$ cat config.mk
export PLATFORM = sky130hd
export DESIGN_NAME = gpi_input_conditioner
export DESIGN_NICKNAME = d
export VERILOG_FILES = /design/src/rtl/gpi_input_conditioner.sv
export SDC_FILE = /design/constraint.sdc
export NUM_CORES = 1
export LEC_CHECK = 0
export ABC_CLOCK_PERIOD_IN_PS = 3570
export BUFFER_PORTS_ARGS = -buffer_cell sky130_fd_sc_hd__buf_4
export CORE_MARGIN = 3
export CORE_UTILIZATION = 56
export CTS_CLUSTER_SIZE = 20
export DETAILED_ROUTE_END_ITERATION = 10
export PLACE_DENSITY = 0.83
export SETUP_SLACK_MARGIN = 0.02
export SYNTH_ARGS = -nofsm -noshare
export SYNTH_HDL_FRONTEND = slang
export SYNTH_SLANG_ARGS = --single-unit
$ cat constraint.sdc
create_clock -name PCLK -period 3.57 [get_ports PCLK]
set_input_delay 0.5355 -clock PCLK [delete_from_list [all_inputs] [get_ports PCLK]]
set_output_delay 0.5355 -clock PCLK [all_outputs]
set_load 0.02 [all_outputs]
$ cat src/rtl/gpi_input_conditioner.sv
// gpi_input_conditioner
// ---------------------
// Per-pin conditioner for raw, asynchronous pad levels. Each pin is
// synchronized into the PCLK domain and then either debounced or passed
// straight through, which produces the clean `gpi` vector.
//
// Optional feature macro: GPI_COND_EDGE_IRQ_EN
//   defined   : rise/fall edge pulses, sticky per-pin evt_status with
//               evt_clr, and a maskable level interrupt are built.
//   undefined : rise_evt, fall_evt, evt_status and irq are tied low, and
//               evt_clr and irq_mask are ignored. Synchronizer and debounce
//               behave exactly the same in both builds.
//
// Interface timing:
//   There is no handshake. Every output is a registered level or a
//   one-cycle pulse, except irq, which is combinational from evt_status
//   and irq_mask. Inputs are sampled on every rising edge of PCLK.
//   PRESET is asynchronous and active-low.

module gpi_input_conditioner #(
    parameter int WIDTH       = 8,
    parameter int SYNC_STAGES = 2,
    parameter int DB_CYCLES   = 16
) (
    input  logic             PCLK,
    input  logic             PRESET,
    input  logic [WIDTH-1:0] pad_in,
    input  logic [WIDTH-1:0] db_en,
    output logic [WIDTH-1:0] gpi,
    output logic [WIDTH-1:0] rise_evt,
    output logic [WIDTH-1:0] fall_evt,
    output logic [WIDTH-1:0] evt_status,
    input  logic [WIDTH-1:0] evt_clr,
    input  logic [WIDTH-1:0] irq_mask,
    output logic             irq
);

    // One extra bit keeps the counter width non-zero when DB_CYCLES is 1.
    localparam int CW = $clog2(DB_CYCLES) + 1;
    // Terminal count: when it is reached, the new level is accepted.
    localparam logic [CW-1:0] CNT_LAST = CW'(DB_CYCLES - 1);

    // ------------------------------------------------------------------
    // Synchronizer
    // ------------------------------------------------------------------
    logic [WIDTH-1:0] sync_q [SYNC_STAGES];
    logic [WIDTH-1:0] s;

    // Shift the raw pad levels through the synchronizer chain.
    always_ff @(posedge PCLK or negedge PRESET) begin
        if (!PRESET) begin
            for (int k = 0; k < SYNC_STAGES; k++) begin
                sync_q[k] <= '0;
            end
        end else begin
            sync_q[0] <= pad_in;
            for (int k = 1; k < SYNC_STAGES; k++) begin
                sync_q[k] <= sync_q[k-1];
            end
        end
    end

    assign s = sync_q[SYNC_STAGES-1];

    // ------------------------------------------------------------------
    // Debounce / bypass
    // ------------------------------------------------------------------
    logic [CW-1:0]    cnt_q [WIDTH];
    logic [CW-1:0]    cnt_d [WIDTH];
    logic [WIDTH-1:0] gpi_d;

    // Next gpi level and counter value for each pin.
    // A pin in bypass follows s directly, and its counter is forced to 0.
    // Because the counter is forced to 0, changing db_en in the middle of a
    // count never carries a partial count over.
    // A debounced pin accepts s only after s has differed from gpi for
    // DB_CYCLES consecutive edges. If s agrees with gpi again at any point,
    // the count restarts.
    always_comb begin
        gpi_d = gpi;
        for (int i = 0; i < WIDTH; i++) begin
            cnt_d[i] = '0;
            if (!db_en[i]) begin
                gpi_d[i] = s[i];
            end else if (s[i] != gpi[i]) begin
                if (cnt_q[i] == CNT_LAST) begin
                    gpi_d[i] = s[i];
                end else begin
                    cnt_d[i] = cnt_q[i] + CW'(1);
                end
            end
        end
    end

    // Register the conditioned levels and the per-pin counters.
    always_ff @(posedge PCLK or negedge PRESET) begin
        if (!PRESET) begin
            gpi <= '0;
            for (int i = 0; i < WIDTH; i++) begin
                cnt_q[i] <= '0;
            end
        end else begin
            gpi <= gpi_d;
            for (int i = 0; i < WIDTH; i++) begin
                cnt_q[i] <= cnt_d[i];
            end
        end
    end

    // ------------------------------------------------------------------
    // Edge detect, sticky status, interrupt
    // ------------------------------------------------------------------
`ifdef GPI_COND_EDGE_IRQ_EN
    logic [WIDTH-1:0] rise_d;
    logic [WIDTH-1:0] fall_d;

    // Edges are computed from the next gpi value. The pulses therefore
    // register on the same edge as the gpi change itself.
    always_comb begin
        rise_d = gpi_d & ~gpi;
        fall_d = gpi & ~gpi_d;
    end

    // Register the edge pulses and update the sticky status.
    // When a new event and a clear arrive in the same cycle, the event wins.
    always_ff @(posedge PCLK or negedge PRESET) begin
        if (!PRESET) begin
            rise_evt   <= '0;
            fall_evt   <= '0;
            evt_status <= '0;
        end else begin
            rise_evt   <= rise_d;
            fall_evt   <= fall_d;
            evt_status <= (evt_status & ~evt_clr) | rise_d | fall_d;
        end
    end

    assign irq = |(evt_status & irq_mask);
`else
    // The event controls have no function in this build.
    logic unused_evt_inputs;
    assign unused_evt_inputs = ^{evt_clr, irq_mask};

    assign rise_evt   = '0;
    assign fall_evt   = '0;
    assign evt_status = '0;
    assign irq        = 1'b0;
`endif

endmodule

==> results of run 1 <==
## area by class of cell
class	instances	area (sq um)
flip-flops and latches	64	1600
fillers	320	1450
multi-input cells	151	962
repair buffers	25	188
clock buffers	10	138
clock inverters	6	82.6
well taps	52	65.1
inverters	6	22.5
## stage by stage
| step | instance area (sq um) | cells |
|---|---|---|
| after CTS | 3060 | 314 |
| final | 3060 | 314 |
| after global routing | 3060 | 314 |
| after detailed placement | 2840 | 298 |
| after floorplan | 2770 | 246 |
| after global placement | 2840 | 298 |
## flip-flops by register name, indices dropped and copies added (netlist names)
| register | flops |
|---|---|
| sync_q | 8 |
| cnt_q | 40 |
| s | 8 |
| gpi | 8 |
## metal layers
layer  global-route usage  share of wire  vias up
li1                     -              -      756
met4               0.0621          0.012        0
met1                0.176           0.41      746
met2                0.266           0.51       40
met5                    0              0        -
met3               0.0761          0.065        5
## synth_stat cells (all sizes together)
library cell  number  area share
dfrtp             64        0.60
nor2              35       0.049
buf               25       0.070
xor2              17       0.055
nand3             16       0.045
nand2             14       0.021
ha                 8       0.037
mux2               8       0.034
o21ai              8       0.021
o211ai             7       0.021
xnor2              7       0.023
inv                6      0.0084
and3               3      0.0075
nor3               2      0.0075
and4               1      0.0033
conb               1      0.0014
## layout by cell type, fill, tap and decap left out, types with 6 or more instances in the layout
| cell type | netlist | layout |
|---|---|---|
| mux2_1 | 8 | 8 |
| inv_1 | 6 | 6 |
| xor2_1 | 17 | 17 |
| clkbuf_8 | 0 | 10 |
| ha_1 | 8 | 8 |
| nand3_1 | 8 | 8 |
| conb_1 | 1 | 25 |
| dfrtp_1 | 64 | 64 |
| o211ai_1 | 6 | 6 |
| nand3_2 | 8 | 8 |
| buf_4 | 25 | 25 |
| nand2_1 | 13 | 13 |
| nor2_1 | 35 | 35 |
| xnor2_1 | 7 | 7 |
## how the worst max path moves through the flow
stage                              from                 end  slack (ns)  cells after the start
finish               gpi[1]$_DFFE_PN0P_              gpi[1]        2.13                      1
global route         gpi[6]$_DFFE_PN0P_              gpi[6]        2.08                      1
CTS                  gpi[1]$_DFFE_PN0P_              gpi[1]        2.10                      1
detailed placement  cnt_q[15]$_DFF_PN0_  gpi[4]$_DFFE_PN0P_        2.26                      4
global placement    cnt_q[30]$_DFF_PN0_  gpi[1]$_DFFE_PN0P_        2.30                      4
floorplan           cnt_q[30]$_DFF_PN0_  gpi[1]$_DFFE_PN0P_        2.36                      4
## power by group
| group | switching (mW) | total, mW | internal, mW |
|---|---|---|---|
| Clock | 0.270 | 0.678 | 0.408 |
| Combinational | 0.0931 | 0.147 | 0.0538 |
| Sequential | 0.0253 | 0.785 | 0.760 |
| Total | 0.388 | 1.61 | 1.22 |
## cell families (layout without fill, tap and decap cells)
| kind of cell | count (synthesis) | count (layout) | share of synthesized area |
|---|---|---|---|
| simple gates | 71 | 71 | 0.132 |
| buf+inv | 31 | 47 | 0.0783 |
| fa+ha+maj | 8 | 8 | 0.0373 |
| compound gates | 15 | 15 | 0.0420 |
| mux | 8 | 8 | 0.0336 |
| flops | 64 | 64 | 0.597 |
| other cells | 1 | 25 | 0.00140 |
| xor+xnor | 24 | 24 | 0.0783 |
==> impl_metrics.csv, run 1 <==
group,metric,value,unit
cts,cts-htree-levels,3,
cts,hold_buffers,0,
cts,cts_setup_buffers,0,
finish,diodes,0,
yosys,ys_warn_count,0,
placed_design,dp_slack,2.26,ns
setup_path,cp_max_fo,3,
cts,cts-root-buf,"clkbuf_8",
global_routing,grt_overflow,0,
setup_path,crit_family,"flip-flops",
timing,layout_setup_ws,2.13,ns
setup_path,required,3.03,ns
placed_design,dpl.hpwl,2.67,mm
route,drc,0,
route,vias_per_cell,4.93,
timing,fmax,693,MHz
yosys,syn-instance-count,222,
finish,drive_gt1_frac,0.221,
power,p_leak,1.48,nW
cts,clockBufferDepth,2,
setup_path,r2r_cells,4,
setup_path,critPathMaxStageDelay,0.41,ns
placed_design,place_congestion,0.727,
global_routing,antenna_found_initial,0,
power,power_density,526,nW/um^2
global_routing,grt_max_degree,65,
cts,cts_tree,"built",
die,start_util,0.596,
setup_path,arrival,0.91,ns
global_routing,grt_pass1_wl,6.46,mm
power,power,1.61,mW
route,vias,1547,
cts,clkLatencyLatePin,0.33,ns
setup_path,regToRegSetupSlack,2.24,ns
timing,fin_crit_sh,0.404,
finish,fin_nets,299,
yosys,syn-cell-area,2680,sq um
yosys,ys_ff_latch,64,
die,fp.dieArea,5660,sq um
timing,fin_worst_skew,0.00338,ns
setup_path,cp_cell_sequence,"buf_4",
setup_path,cp-start-kind,"flop",
power,irDropWorstVdd,0.000255,V
route,wl_per_cell,12.3,microns
job,cap_violations,0,
timing,fin_crit,1.44,ns
yosys,yosysSeqAreaShare,0.597,
cts,cts_inserted_buffers,9,
die,rows,24,
route,drtPass1Iterations,4,
timing,fin_tns_setup,0,ns
yosys,synth_cell_types,21,
yosys,postSynthAreaPerCell,12.1,sq um
timing,finalSetupViolCount,0,
timing,hold_viol,0,
global_routing,grt_pass1_vias,1534,
cts,cts_resized,0,
setup_path,critPathSlowestCell,"dfrtp_1",
die,io_pins,67,
outcome,status,"complete, no violations",
worst_hold_path,hold_path.class,"in -> async",
setup_path,crit_buf_inv,1,
timing,fin_hold_ws,0.261,ns
finish,syn2layout_area_growth,14.0,%
timing,max-slew-margin-rel,0.495,
cts,clkTransAtPathRegs,0.07,ns
die,die_w,75.2,microns
placed_design,portBuffers,25,
die,core,4500,sq um
timing,slew_violations,0,
setup_path,critPathKind,"reg -> out",
route,first_iter_violations,47,
die,die_h,75.2,microns
route,postRouteAntennaNets,0,
finish,fin_util,0.679,
cts,cts.sinks,64,
global_routing,track_usage,0.159,
timing,rsz0062_at_grt,"no",
timing,worst_pin_slew,0.757,ns
setup_path,r2r-end,"gpi[1]$_DFFE_PN0P_",
setup_path,timing.rr.start,"cnt_q[30]$_DFF_PN0_",
setup_path,endpoint_kind,"output pin",
route,finalWirelength,3.87,mm
No activity file was read; power rests on OpenSTA's default activity.
==> run 2, diff against run 1 <==
--- a/config.mk
+++ b/config.mk
@@ -5,13 +5,13 @@
 export SDC_FILE = /design/constraint.sdc
 export NUM_CORES = 1
 export LEC_CHECK = 0
-export ABC_CLOCK_PERIOD_IN_PS = 3570
+export ABC_CLOCK_PERIOD_IN_PS = 1400
 export BUFFER_PORTS_ARGS = -buffer_cell sky130_fd_sc_hd__buf_4
 export CORE_MARGIN = 3
-export CORE_UTILIZATION = 56
+export CORE_UTILIZATION = 52
 export CTS_CLUSTER_SIZE = 20
 export DETAILED_ROUTE_END_ITERATION = 10
-export PLACE_DENSITY = 0.83
+export PLACE_DENSITY = 0.78
 export SETUP_SLACK_MARGIN = 0.02
 export SYNTH_ARGS = -nofsm -noshare
 export SYNTH_HDL_FRONTEND = slang
==> constraint.sdc (replaced) <==
create_clock -name PCLK -period 1.4 [get_ports PCLK]
set_input_delay 0.21 -clock PCLK [delete_from_list [all_inputs] [get_ports PCLK]]
set_output_delay 0.21 -clock PCLK [all_outputs]
set_load 0.02 [all_outputs]
==> impl_metrics.csv, run 2 (synthesis gave the netlist of run 1 again) <==
group,metric,value,unit
power,irDropWorstVdd,0.000774,V
finish,multi_input_area,970,sq um
route,drc,0,
finish,final_common_cell,"dfrtp_1",
finish,layout_common_cells,"64 x dfrtp_1, 35 x nor2_1, 27 x buf_4",
timing,finalSetupViolCount,0,
setup_path,r2r_cells,4,
power,power_density,1240,nW/um^2
setup_path,arrival,1.52,ns
global_routing,grt_max_degree,29,
cts,cts.sinks,64,
timing,fin_crit,1.31,ns
die,start_util,0.554,
cts,cts_inserted_buffers,9,
power,swShare,0.238,
die,io_pins,67,
finish,fin_cells,341,
timing,fin_worst_skew,0.00285,ns
finish,top_register,"cnt_q",
route,vias,1598,
global_routing,track_usage,0.159,
die,die_w,77.8,microns
finish,fin_nets,311,
die,fp.dieArea,6060,sq um
global_routing,grt_overflow,0,
route,vias_per_cell,4.69,
placed_design,place_congestion,0.716,
cts,clkTransAtPathRegs,0.06,ns
setup_path,critPathSlowestCell,"dfrtp_1",
job,cap_violations,0,
route,drtPass1Iterations,3,
power,p_leak,1.52,nW
setup_path,worst-path-stages,4,
power,power_frac_seq,0.505,
cts,cts-root-buf,"clkbuf_8",
setup_path,endpoint_kind,"flop",
setup_path,required,1.61,ns
finish,num-fill-cells,395,
power,power,3.96,mW
worst_hold_path,hold_path.class,"in -> reg",
finish,drive_gt1_frac,0.226,
finish,syn2layout_area_growth,18.8,%
power,combPwrFrac,0.104,
global_routing,antenna_found_initial,0,
worst_hold_path,min_path_cells,2,
die,rows,25,
cts,cts_tree,"built",
timing,fin_tns_setup,0,ns
timing,fin_crit_sh,0.934,
setup_path,critPathMaxStageDelay,0.37,ns
power,p_int,3.02,mW
cts,cts-htree-levels,3,
placed_design,dpl.hpwl,2.97,mm
power,p_switching,0.944,mW
setup_path,cp-start-kind,"flop",
die,die_h,77.8,microns
finish,regArea,1600,sq um
finish,diodes,0,
timing,slew_violations,0,
route,finalWirelength,4.08,mm
outcome,status,"complete, no violations",
setup_path,crit_family,"flip-flops",
finish,largest_reg_flops,40,
global_routing,grt_pass1_wl,7.23,mm
placed_design,portBuffers,25,
cts,clkLatencyLatePin,0.33,ns
global_routing,grt_pass1_vias,1682,
die,core,4850,sq um
route,wl_per_cell,12.0,microns
power,clkPwrFrac,0.391,
setup_path,crit_buf_inv,0,
setup_path,cp_cell_sequence,"ha_2 -> nand3_2 -> o21ai_2 -> mux2_1",
route,first_iter_violations,44,
finish,fin_util,0.658,
timing,hold_viol,0,
timing,fmax,765,MHz
route,postRouteAntennaNets,0,
timing,rsz0062_at_grt,"no",
setup_path,critPathKind,"reg -> reg",
cts,clockBufferDepth,2,
setup_path,cp_max_fo,3,
placed_design,dp.cells,315,
## run 2: per-layer routing
layer	track usage	vias to the layer above	share of wire
met5	0	-	0
met4	0.0783	0	0.019
met3	0.0696	10	0.053
met2	0.261	37	0.52
met1	0.176	774	0.40
li1	-	777	-
## run 2: power by group through the flow
stage	clock network (mW)	logic [mW]	registers, mW
6_report	1.55	0.412	2.00
5_1_grt	1.69	0.470	2.01
4_1_cts	1.61	0.412	2.00
3_5_place_dp	0	0.390	2.04
3_3_place_gp	0	0.380	2.03
2_1_floorplan	0	0.256	2.05
## run 2: metrics by stage
step                setup slack, ns  hold WS, ns  area (sq um)
detailed placement           0.0695        0.115          2890
floorplan                     0.194      -0.0856          2770
global placement              0.134        0.115          2890
finish                       0.0924        0.140          3190
global route                 0.0323        0.130          3190
CTS                          0.0596        0.120          3170
## run 2: cell type report
cell class / count / share of cell area
flip-flops and latches: 64 / 0.502
multi-input cells: 151 / 0.304
repair buffers: 37 / 0.0981
clock buffers: 13 / 0.0498
well taps: 67 / 0.0263
clock inverters: 3 / 0.0126
inverters: 6 / 0.00706
## run 2: worst register-to-register path, stage by stage, from the launching register on
cell	delay, ns
dfrtp_1	0.37
ha_2	0.21
nand3_2	0.12
o21ai_2	0.16
mux2_1	0.33
## run 2: final timing paths
path,slack [ns],start,end
setup / recovery,0.09,cnt_q[0]$_DFF_PN0_,gpi[7]$_DFFE_PN0P_
hold / removal,0.14,db_en[4],cnt_q[16]$_DFF_PN0_
setup reg to reg,0.09,cnt_q[0]$_DFF_PN0_,gpi[7]$_DFFE_PN0P_
hold reg to reg,0.35,sync_q[14]$_DFF_PN0_,s[6]$_DFF_PN0_
max in group asynchronous,0.59,PRESET,cnt_q[10]$_DFF_PN0_
min in group asynchronous,0.30,PRESET,cnt_q[24]$_DFF_PN0_
## run 2: what timing repair did
action | 4_1_cts | 5_1_grt
setup buffers | 0 | 1
setup endpoints to repair | 0 | 4
hold buffers | 9 | 0
hold endpoints to repair | 28 | 0
gates resized for setup | 0 | 3
